==> src/rtl/trace_misr_pkg.sv <==
// Shared definitions for the trace MISR: FSM state encoding and default
// feedback polynomial / seed constants.
package trace_misr_pkg;

  typedef enum logic [1:0] {
    StIdle = 2'd0,
    StRun  = 2'd1,
    StDone = 2'd2
  } state_e;

  localparam logic [31:0] DEF_POLY = 32'h04C11DB7;
  localparam logic [31:0] DEF_SEED = 32'hFFFFFFFF;

endpackage

==> src/rtl/misr_fold.sv <==
// Combinational next-signature: shift with polynomial feedback, XORed with the
// fold of all valid channels (channel c rotated left by 8*c bits).
module misr_fold
  import trace_misr_pkg::*;
#(
  parameter int unsigned     SIG_W  = 32,
  parameter int unsigned     CH     = 3,
  parameter int unsigned     DATA_W = 16,
  parameter logic [SIG_W-1:0] POLY  = SIG_W'(DEF_POLY)
) (
  input  logic [SIG_W-1:0]     i_sig,
  input  logic [CH-1:0]        i_valid,
  input  logic [CH*DATA_W-1:0] i_data,
  output logic [SIG_W-1:0]     o_sig_nxt
);

  function automatic logic [SIG_W-1:0] rotl(input logic [SIG_W-1:0] x, input int unsigned sh);
    // sh == 0 is safe: a shift by the full width yields zero.
    return (x << sh) | (x >> (SIG_W - sh));
  endfunction

  logic [SIG_W-1:0] w_fold;
  logic [SIG_W-1:0] w_ext;

  always_comb begin
    w_fold = '0;
    w_ext  = '0;
    for (int unsigned c = 0; c < CH; c++) begin
      w_ext = SIG_W'(i_data[c*DATA_W +: DATA_W]);
      if (i_valid[c]) begin
        w_fold = w_fold ^ rotl(w_ext, (8 * c) % SIG_W);
      end
    end
    o_sig_nxt = {i_sig[SIG_W-2:0], 1'b0} ^ (i_sig[SIG_W-1] ? POLY : '0) ^ w_fold;
  end

endmodule

==> src/rtl/trace_misr.sv <==
// Trace signature compactor: captures a window of window_len cycles of
// multi-channel trace data into a MISR signature.
module trace_misr
  import trace_misr_pkg::*;
#(
  parameter int unsigned      SIG_W  = 32,
  parameter int unsigned      CH     = 3,
  parameter int unsigned      DATA_W = 16,
  parameter int unsigned      CNT_W  = 16,
  parameter logic [SIG_W-1:0] POLY   = SIG_W'(DEF_POLY),
  parameter logic [SIG_W-1:0] SEED   = SIG_W'(DEF_SEED)
) (
  input  logic                 clk,
  input  logic                 irst_done_reg,
  input  logic                 start,
  input  logic                 abort,
  input  logic [CNT_W-1:0]     window_len,
  input  logic [CH-1:0]        ch_valid,
  input  logic [CH*DATA_W-1:0] ch_data,
  output logic [SIG_W-1:0]     sig,
  output logic                 sig_valid,
  output logic                 busy,
  output logic [CNT_W-1:0]     cycle_cnt
);

  state_e           r_state, w_state_nxt;
  logic [SIG_W-1:0] r_sig, w_sig_nxt, w_fold_sig;
  logic [CNT_W-1:0] r_cnt, w_cnt_nxt, w_cnt_inc;
  logic [CNT_W-1:0] r_len, w_len_nxt;

  misr_fold #(
    .SIG_W  (SIG_W),
    .CH     (CH),
    .DATA_W (DATA_W),
    .POLY   (POLY)
  ) u_fold (
    .i_sig     (r_sig),
    .i_valid   (ch_valid),
    .i_data    (ch_data),
    .o_sig_nxt (w_fold_sig)
  );

  assign w_cnt_inc = r_cnt + CNT_W'(1);

  always_comb begin
    w_state_nxt = r_state;
    w_sig_nxt   = r_sig;
    w_cnt_nxt   = r_cnt;
    w_len_nxt   = r_len;
    // Abort wins over both start and the terminal update; sig/count are kept.
    if (abort) begin
      w_state_nxt = StIdle;
    end else begin
      unique case (r_state)
        StRun: begin
          w_sig_nxt = w_fold_sig;
          w_cnt_nxt = w_cnt_inc;
          if (w_cnt_inc == r_len) w_state_nxt = StDone;
        end
        StIdle, StDone: begin
          if (start) begin
            w_sig_nxt   = SEED;
            w_cnt_nxt   = '0;
            w_len_nxt   = window_len;
            w_state_nxt = (window_len == '0) ? StDone : StRun;
          end
        end
        default: w_state_nxt = StIdle;
      endcase
    end
  end

  always_ff @(posedge clk or posedge irst_done_reg) begin
    if (irst_done_reg) begin
      r_state <= StIdle;
      r_sig   <= SEED;
      r_cnt   <= '0;
      r_len   <= '0;
    end else begin
      r_state <= w_state_nxt;
      r_sig   <= w_sig_nxt;
      r_cnt   <= w_cnt_nxt;
      r_len   <= w_len_nxt;
    end
  end

  assign sig       = r_sig;
  assign cycle_cnt = r_cnt;
  assign busy      = (r_state == StRun);
  assign sig_valid = (r_state == StDone);

endmodule
==> config.mk <==
export PLATFORM = sky130hd
export DESIGN_NAME = trace_misr
export DESIGN_NICKNAME = d
export VERILOG_FILES = /design/src/rtl/trace_misr_pkg.sv /design/src/rtl/misr_fold.sv /design/src/rtl/trace_misr.sv
export SDC_FILE = /design/constraint.sdc
export NUM_CORES = 1
export LEC_CHECK = 0
export ABC_AREA = 0
export CORE_ASPECT_RATIO = 0.9
export CORE_MARGIN = 10
export CORE_UTILIZATION = 38
export CTS_BUF_LIST = sky130_fd_sc_hd__clkbuf_8
export DETAILED_ROUTE_END_ITERATION = 7
export GPL_TIMING_DRIVEN = 0
export PLACE_DENSITY = 0.76
export SLEW_MARGIN = 20
export SYNTH_ARGS = -nofsm -noshare
export SYNTH_HDL_FRONTEND = slang
export SYNTH_SLANG_ARGS = --single-unit
==> constraint.sdc <==
create_clock -name clk -period 2.8 [get_ports clk]
set_clock_uncertainty 0.15 [all_clocks]
set_input_delay 0.42 -clock clk [delete_from_list [all_inputs] [get_ports clk]]
set_output_delay 0.42 -clock clk [all_outputs]
set_load 0.02 [all_outputs]
# Yosys cells after proc, flatten, opt, wreduce, memory -nomap -nowiden
# Index checks and enable logic that the tools add are counted.
[classes]
muxes = 13
n_reduce_logical = 7
bitwise = 5
addsub = 1
eq_ne = 6
[ops]
columns = ["op", "n"]
rows = [
  ["$mux 32", 3],
  ["$xor 32x32->32", 3],
  ["$pmux 32 s2", 1],
  ["$mux 16", 2],
  ["$pmux 16 s2", 1],
  ["$xor 32x24->32", 1],
  ["$mux 27", 1],
  ["$add 16x1->16 const B", 1],
  ["$eq 16x16->1", 1],
  ["$logic_not 16->1", 1],
  ["$mux 2", 4],
  ["$reduce_and 3->1", 2],
  ["$pmux 2 s2", 1],
  ["$ne 3x2->1 const B", 1],
  ["$ne 3x3->1 const B", 1],
  ["$eq 2x1->1 const B", 1],
  ["$eq 2x2->1 const B", 1],
  ["$logic_not 2->1", 1],
  ["$ne 2x2->1 const B", 1],
  ["$reduce_and 2->1", 1],
  ["$reduce_bool 2->1", 1],
  ["$reduce_or 2->1", 1],
  ["$not 1->1", 1],
]
[totals]
output_inout_bits = 50
word_cells = 36
ff_bits = 66
in_bits = 71

# Longest topological paths before layout
# Gate-level depths: netlist of run 1.
[logic_depth]
word_depth = 7
ltp_mapped = 7
depth_no_buf = 7

# Cells and area by module
# Synthesis of run 1 repeated with hierarchy kept, for this count alone.
[hier_totals]
cells_unflattened = 397
hier_area_um2 = 4175.3
[by_module_without_submodules]
columns = ["module", "instances", "seq_area_each_um2", "cells_per_inst", "area_each_um2"]
rows = [
  ["trace_misr", 1, 1691.6, 296, 3289.4],
  ["misr_fold", 1, 0.0, 101, 885.8],
]

# Worst setup path before layout of run 1
# Ideal clock, no wire load.
[synth_timing]
path_kind = "flip-flop to flip-flop"
start = "register r_cnt[0], in the netlist cycle_cnt[0]"
end = "register r_state[0]"
path_stages_with_launch = 8
t_required_ps = 2515
n_path_buf = 0
setup_ps = 135
period_less_slack_ps = 2403
setup_slack_ps = 397
arrival_ps = 2118
path_cell_list = "dfrtp_1 ha_1 and3_1 nand3_1 a211o_1 a211o_1 nor4_2 o22ai_1"
[synth_via]
elab_chain_len = 4
[synth_rtl]
columns = ["element", "line_no", "rtl"]
rows = [
  ["start, declared", "trace_misr.sv:28", "logic [CNT_W-1:0] r_cnt, w_cnt_nxt, w_cnt_inc;"],
  ["start signal, assigned", "trace_misr.sv:82", "r_cnt <= w_cnt_nxt;"],
  ["$add 16x1->16", "trace_misr.sv:43", "assign w_cnt_inc = r_cnt + CNT_W'(1);"],
  ["$eq 16x16->1", "trace_misr.sv:58", "if (w_cnt_inc == r_len) w_state_nxt = StDone;"],
  ["$ne 3x2->1 (no line)", "-", ""],
  ["$reduce_and 2->1 (no line)", "-", ""],
  ["end signal, assigned", "trace_misr.sv:75", "r_state <= StIdle;"],
  ["end signal, assigned", "trace_misr.sv:80", "r_state <= w_state_nxt;"],
  ["end, declared", "trace_misr.sv:26", "state_e r_state, w_state_nxt;"],
]
# Every way passes these cells.
# A chain may end at the register's enable or synchronous reset.

# Worst setup path in the final report of run 1
[layout_timing]
start = "register r_cnt[1], in the netlist cycle_cnt[1]"
end = "register r_state[1]"
# The elaborated chain is that of the path after synthesis.

==> results of run 1 <==
## state kept, by name, indices dropped and copies added (netlist names)
register   cells
r_len         16
cycle_cnt     16
sig           32
r_state        2
## per-stage QoR
| step | TNS (ns) | power [mW] |
|---|---|---|
| after floorplan | 0 | 2.249 |
| after global placement | -18.30 | 2.788 |
| after detailed placement | 0 | 2.829 |
| after CTS | 0 | 3.661 |
| after global routing | 0 | 3.837 |
| final | 0 | 3.642 |
## power groups by stage
stage,clock (mW),combinational [mW],sequential (mW)
4_1_cts,0.839,1.37,1.45
5_1_grt,0.890,1.47,1.48
3_3_place_gp,0,1.34,1.45
2_1_floorplan,0,0.645,1.60
3_5_place_dp,0,1.36,1.47
6_report,0.832,1.36,1.45
## cell families (layout without fill, tap and decap cells)
kind of cell,count (synthesis),in the layout,synth area share (%)
mux,16,16,4.574
flops,66,66,42.95
xor+xnor,83,83,18.46
fa+ha+maj,1,1,0.3176
compound gates,78,78,12.01
buf+inv,35,169,3.589
simple gates,158,158,18.11
## critical path: stages (launching register included)
cell and delay [ns]:
dfrtp_1 0.47, ha_1 0.32, and3_1 0.29, nand3_1 0.24
a211o_1 0.28, a211o_1 0.30, nor4_2 0.36, a22o_1 0.19
## cell type report
cell class                 count  area (um2)
buffer                        29       118.9
clock buffer                  10       137.6
clock inverter                 6       65.06
fill                         969        4700
inverter                       6       25.02
multi-input combinational    336        2112
sequential                    66        1693
tap                          129       161.4
timing repair buffer         118        1191
## metal layers
layer	vias to the layer above	track usage [%]	wire, um
met5	-	0	0
met4	0	4.321	178
met3	14	3.403	579
met2	84	25.11	5848
met1	1736	20.23	5346
li1	1742	-	-
## placed cells by master (no fill, tap or decap), types with 3 or more instances in the layout
cell type / Yosys / layout
a21oi_1: 25 / 25
a22o_1: 3 / 3
a31oi_1: 14 / 14
and3_1: 4 / 4
buf_2: 7 / 7
clkbuf_1: 20 / 20
clkbuf_8: 0 / 10
clkdlybuf4s50_1: 0 / 117
dfrtp_1: 34 / 33
dfstp_2: 32 / 32
inv_1: 6 / 5
mux2_2: 16 / 16
nand2_1: 80 / 80
nand2b_1: 3 / 3
nand3_1: 7 / 7
nand4_1: 5 / 5
nor2_1: 38 / 38
nor3_1: 3 / 3
nor4_1: 7 / 6
o21ai_0: 18 / 18
o31ai_1: 8 / 8
xnor2_1: 57 / 57
xor2_1: 26 / 26
## final timing paths
check / to / slack [ns] / cells after the start
setup / recovery: r_state[1]$_DFFE_PP0P_ / 0.13 / 7
min in group clk: sig[22]$_DFFE_PP1P_ / 0.37 / 2
hold / removal: r_len[15]$_DFFE_PP0P_ / 0.26 / 2
hold reg to reg: sig[22]$_DFFE_PP1P_ / 0.37 / 2
max in group asynchronous: sig[23]$_DFFE_PP1P_ / 1.65 / 3
setup reg to reg: r_state[1]$_DFFE_PP0P_ / 0.13 / 7
## synth_stat cells (all sizes together) (4+ instances only)
cell,number,area [um2]
buf,8,38.78
a21oi,25,125.1
nand3,7,35.03
a31oi,14,87.58
clkbuf,21,80.07
o21ai,18,90.09
dfrtp,34,850.8
nor2,38,142.6
mux2,16,180.2
nand4,6,52.55
inv,6,22.52
xor2,26,227.7
xnor2,57,499.2
o31ai,8,60.06
nand2,80,300.3
and3,4,25.02
nor4,8,56.30
dfstp,32,840.8
==> impl_metrics.py, run 1 <==
metrics = {
    "layout": {
        "insertedDiodeCount": 0,
        "final_layout_size_suffix_gt1_share_pct": 14.19,
        "nets": 638,
        "final_util_pct": 53.94,
        "finalNonFillerCells": 700,
        "area_growth_pct": 39.74,
        "fin_area_mm2": 0.005504,
    },
    "yosys": {
        "ys_types": 40,
        "ys_seq_area_share_pct": 42.95,
        "synth_flop_cell": "dfrtp_1",
        "synthesis.nets": 509,
        "syn_area_mm2": 0.003939,
        "synth_edf_count": 0,
        "async_flop_share_pct": 100.0,
        "syn_inst": 437,
        "ys_ff_latch": 66,
        "syn_area_per_cell_um2": 9.013,
        "yosysWarningCount": 0,
    },
    "critical_path": {
        "cp_max_fo": 7,
        "crit_start": "cycle_cnt[1]$_DFFE_PP0P_",
        "path_class": "reg2reg",
        "start_kind": "flop",
        "worst-endpoint-arrival_ns": 2.80,
        "cp-end-kind": "flop",
        "cp.required_ns": 2.93,
        "crit-reg2reg-launch": "cycle_cnt[1]$_DFFE_PP0P_",
    },
    "clock_tree": {
        "clk_pin_slew_ns": 0.08,
        "cts_resized": 0,
        "cts_buffers": 9,
        "cts.sinks": 66,
        "cts_setup_buffers": 0,
        "cts_root_buffer": "clkbuf_8",
        "cts_tree": "done",
        "htreeDepth": 3,
        "cts_hold_buf": 0,
        "clockBufferDepth": 2,
        "clock_latency_ns": 0.34,
    },
    "floorplanning": {
        "die_x_um": 127.3,
        "die_h_um": 116.6,
        "initial_core_util_pct": 38.60,
        "coreArea_mm2": 0.01020,
        "die_area_mm2": 0.01484,
        "num_rows": 35,
        "io_pins": 121,
    },
    "timing": {
        "max_freq_mhz": 375.2,
        "hold_viol_final": 0,
        "post-route-min-period_ns": 2.666,
        "fin_crit_sh_pct": 95.20,
        "rsz0062_at_grt": "no",
        "tightest_slew_ns": 0.7241,
        "fin_ws_ns": 0.1344,
        "slew_viol_final": 0,
        "timing.hold.ws_ns": 0.2630,
        "relSlewSlack_pct": 51.73,
        "setup-violations-final": 0,
    },
    "pwr": {
        "power.density_mw_per_mm2": 661.7,
        "seq_power_share_pct": 39.8,
        "internal_power_mw": 2.380,
        "irDropWorstVdd_mv": 0.3124,
        "leakagePower_nw": 2.120,
        "swShare_pct": 34.64,
        "clkPwrFrac_pct": 22.8,
        "switchingPower_mw": 1.262,
        "combPwrFrac_pct": 37.3,
    },
    "global_routing": {
        "grt_max_degree": 41,
        "grt_usage_pct": 15.46,
        "grt_pass1_wl_mm": 18.69,
        "grt_overflow": 0,
        "grt_pass1_vias": 3521,
        "antenna_found_initial": 0,
    },
    "drt": {
        "ant_nets": 0,
        "wl_per_cell_um": 17.08,
        "via_per_inst": 5.109,
        "drt_pass1_iterations": 4,
        "wl_mm": 11.95,
        "drc": 0,
        "drt_iter0_drc": 235,
        "via_count": 3576,
    },
    "place": {
        "numPortBuffers": 117,
        "dp_hpwl_mm": 9.486,
        "dp_slack_ns": 0.09281,
        "place_inst": 684,
        "placed_area_mm2": 0.005294,
        "gp_congestion": 0.9312,
    },
    "min_path": {
        "hp-class": "in2async",
    },
    "run": {
        "max_cap_viol_count": 0,
    },
    "run_status": {
        "status": "finished clean",
    },
}
(Power assumes the default switching activity.)
==> run 2, diff against run 1 <==
CAP_MARGIN = 20   (was default)
==> results of run 2 <==
Final layout, timing and power as in run 1 (identical DEF).
==> run 3, diff against run 2 <==
--- a/config.mk
+++ b/config.mk
@@ -12,7 +12,9 @@
 export CORE_UTILIZATION = 38
 export CTS_BUF_LIST = sky130_fd_sc_hd__clkbuf_8
+export CTS_CLUSTER_SIZE = 8
 export DETAILED_ROUTE_END_ITERATION = 7
 export GPL_TIMING_DRIVEN = 0
 export PLACE_DENSITY = 0.76
+export SKIP_LAST_GASP = 1
 export SLEW_MARGIN = 20
 export SYNTH_ARGS = -nofsm -noshare
==> constraint.sdc (replaced) <==
create_clock -name clk -period 2.8 [get_ports clk]
set_clock_uncertainty 0.15 [all_clocks]
set_input_delay 0.56 -clock clk [delete_from_list [all_inputs] [get_ports clk]]
set_output_delay 0.56 -clock clk [all_outputs]
set_load 0.02 [all_outputs]
==> results of run 3 <==
The final DEF is identical to that of run 1. Status: finished clean.
Main changes from that run: setup slack after placement 0.09281 ns -> -0.04719 ns; hold slack 0.2630 ns -> 0.3697 ns
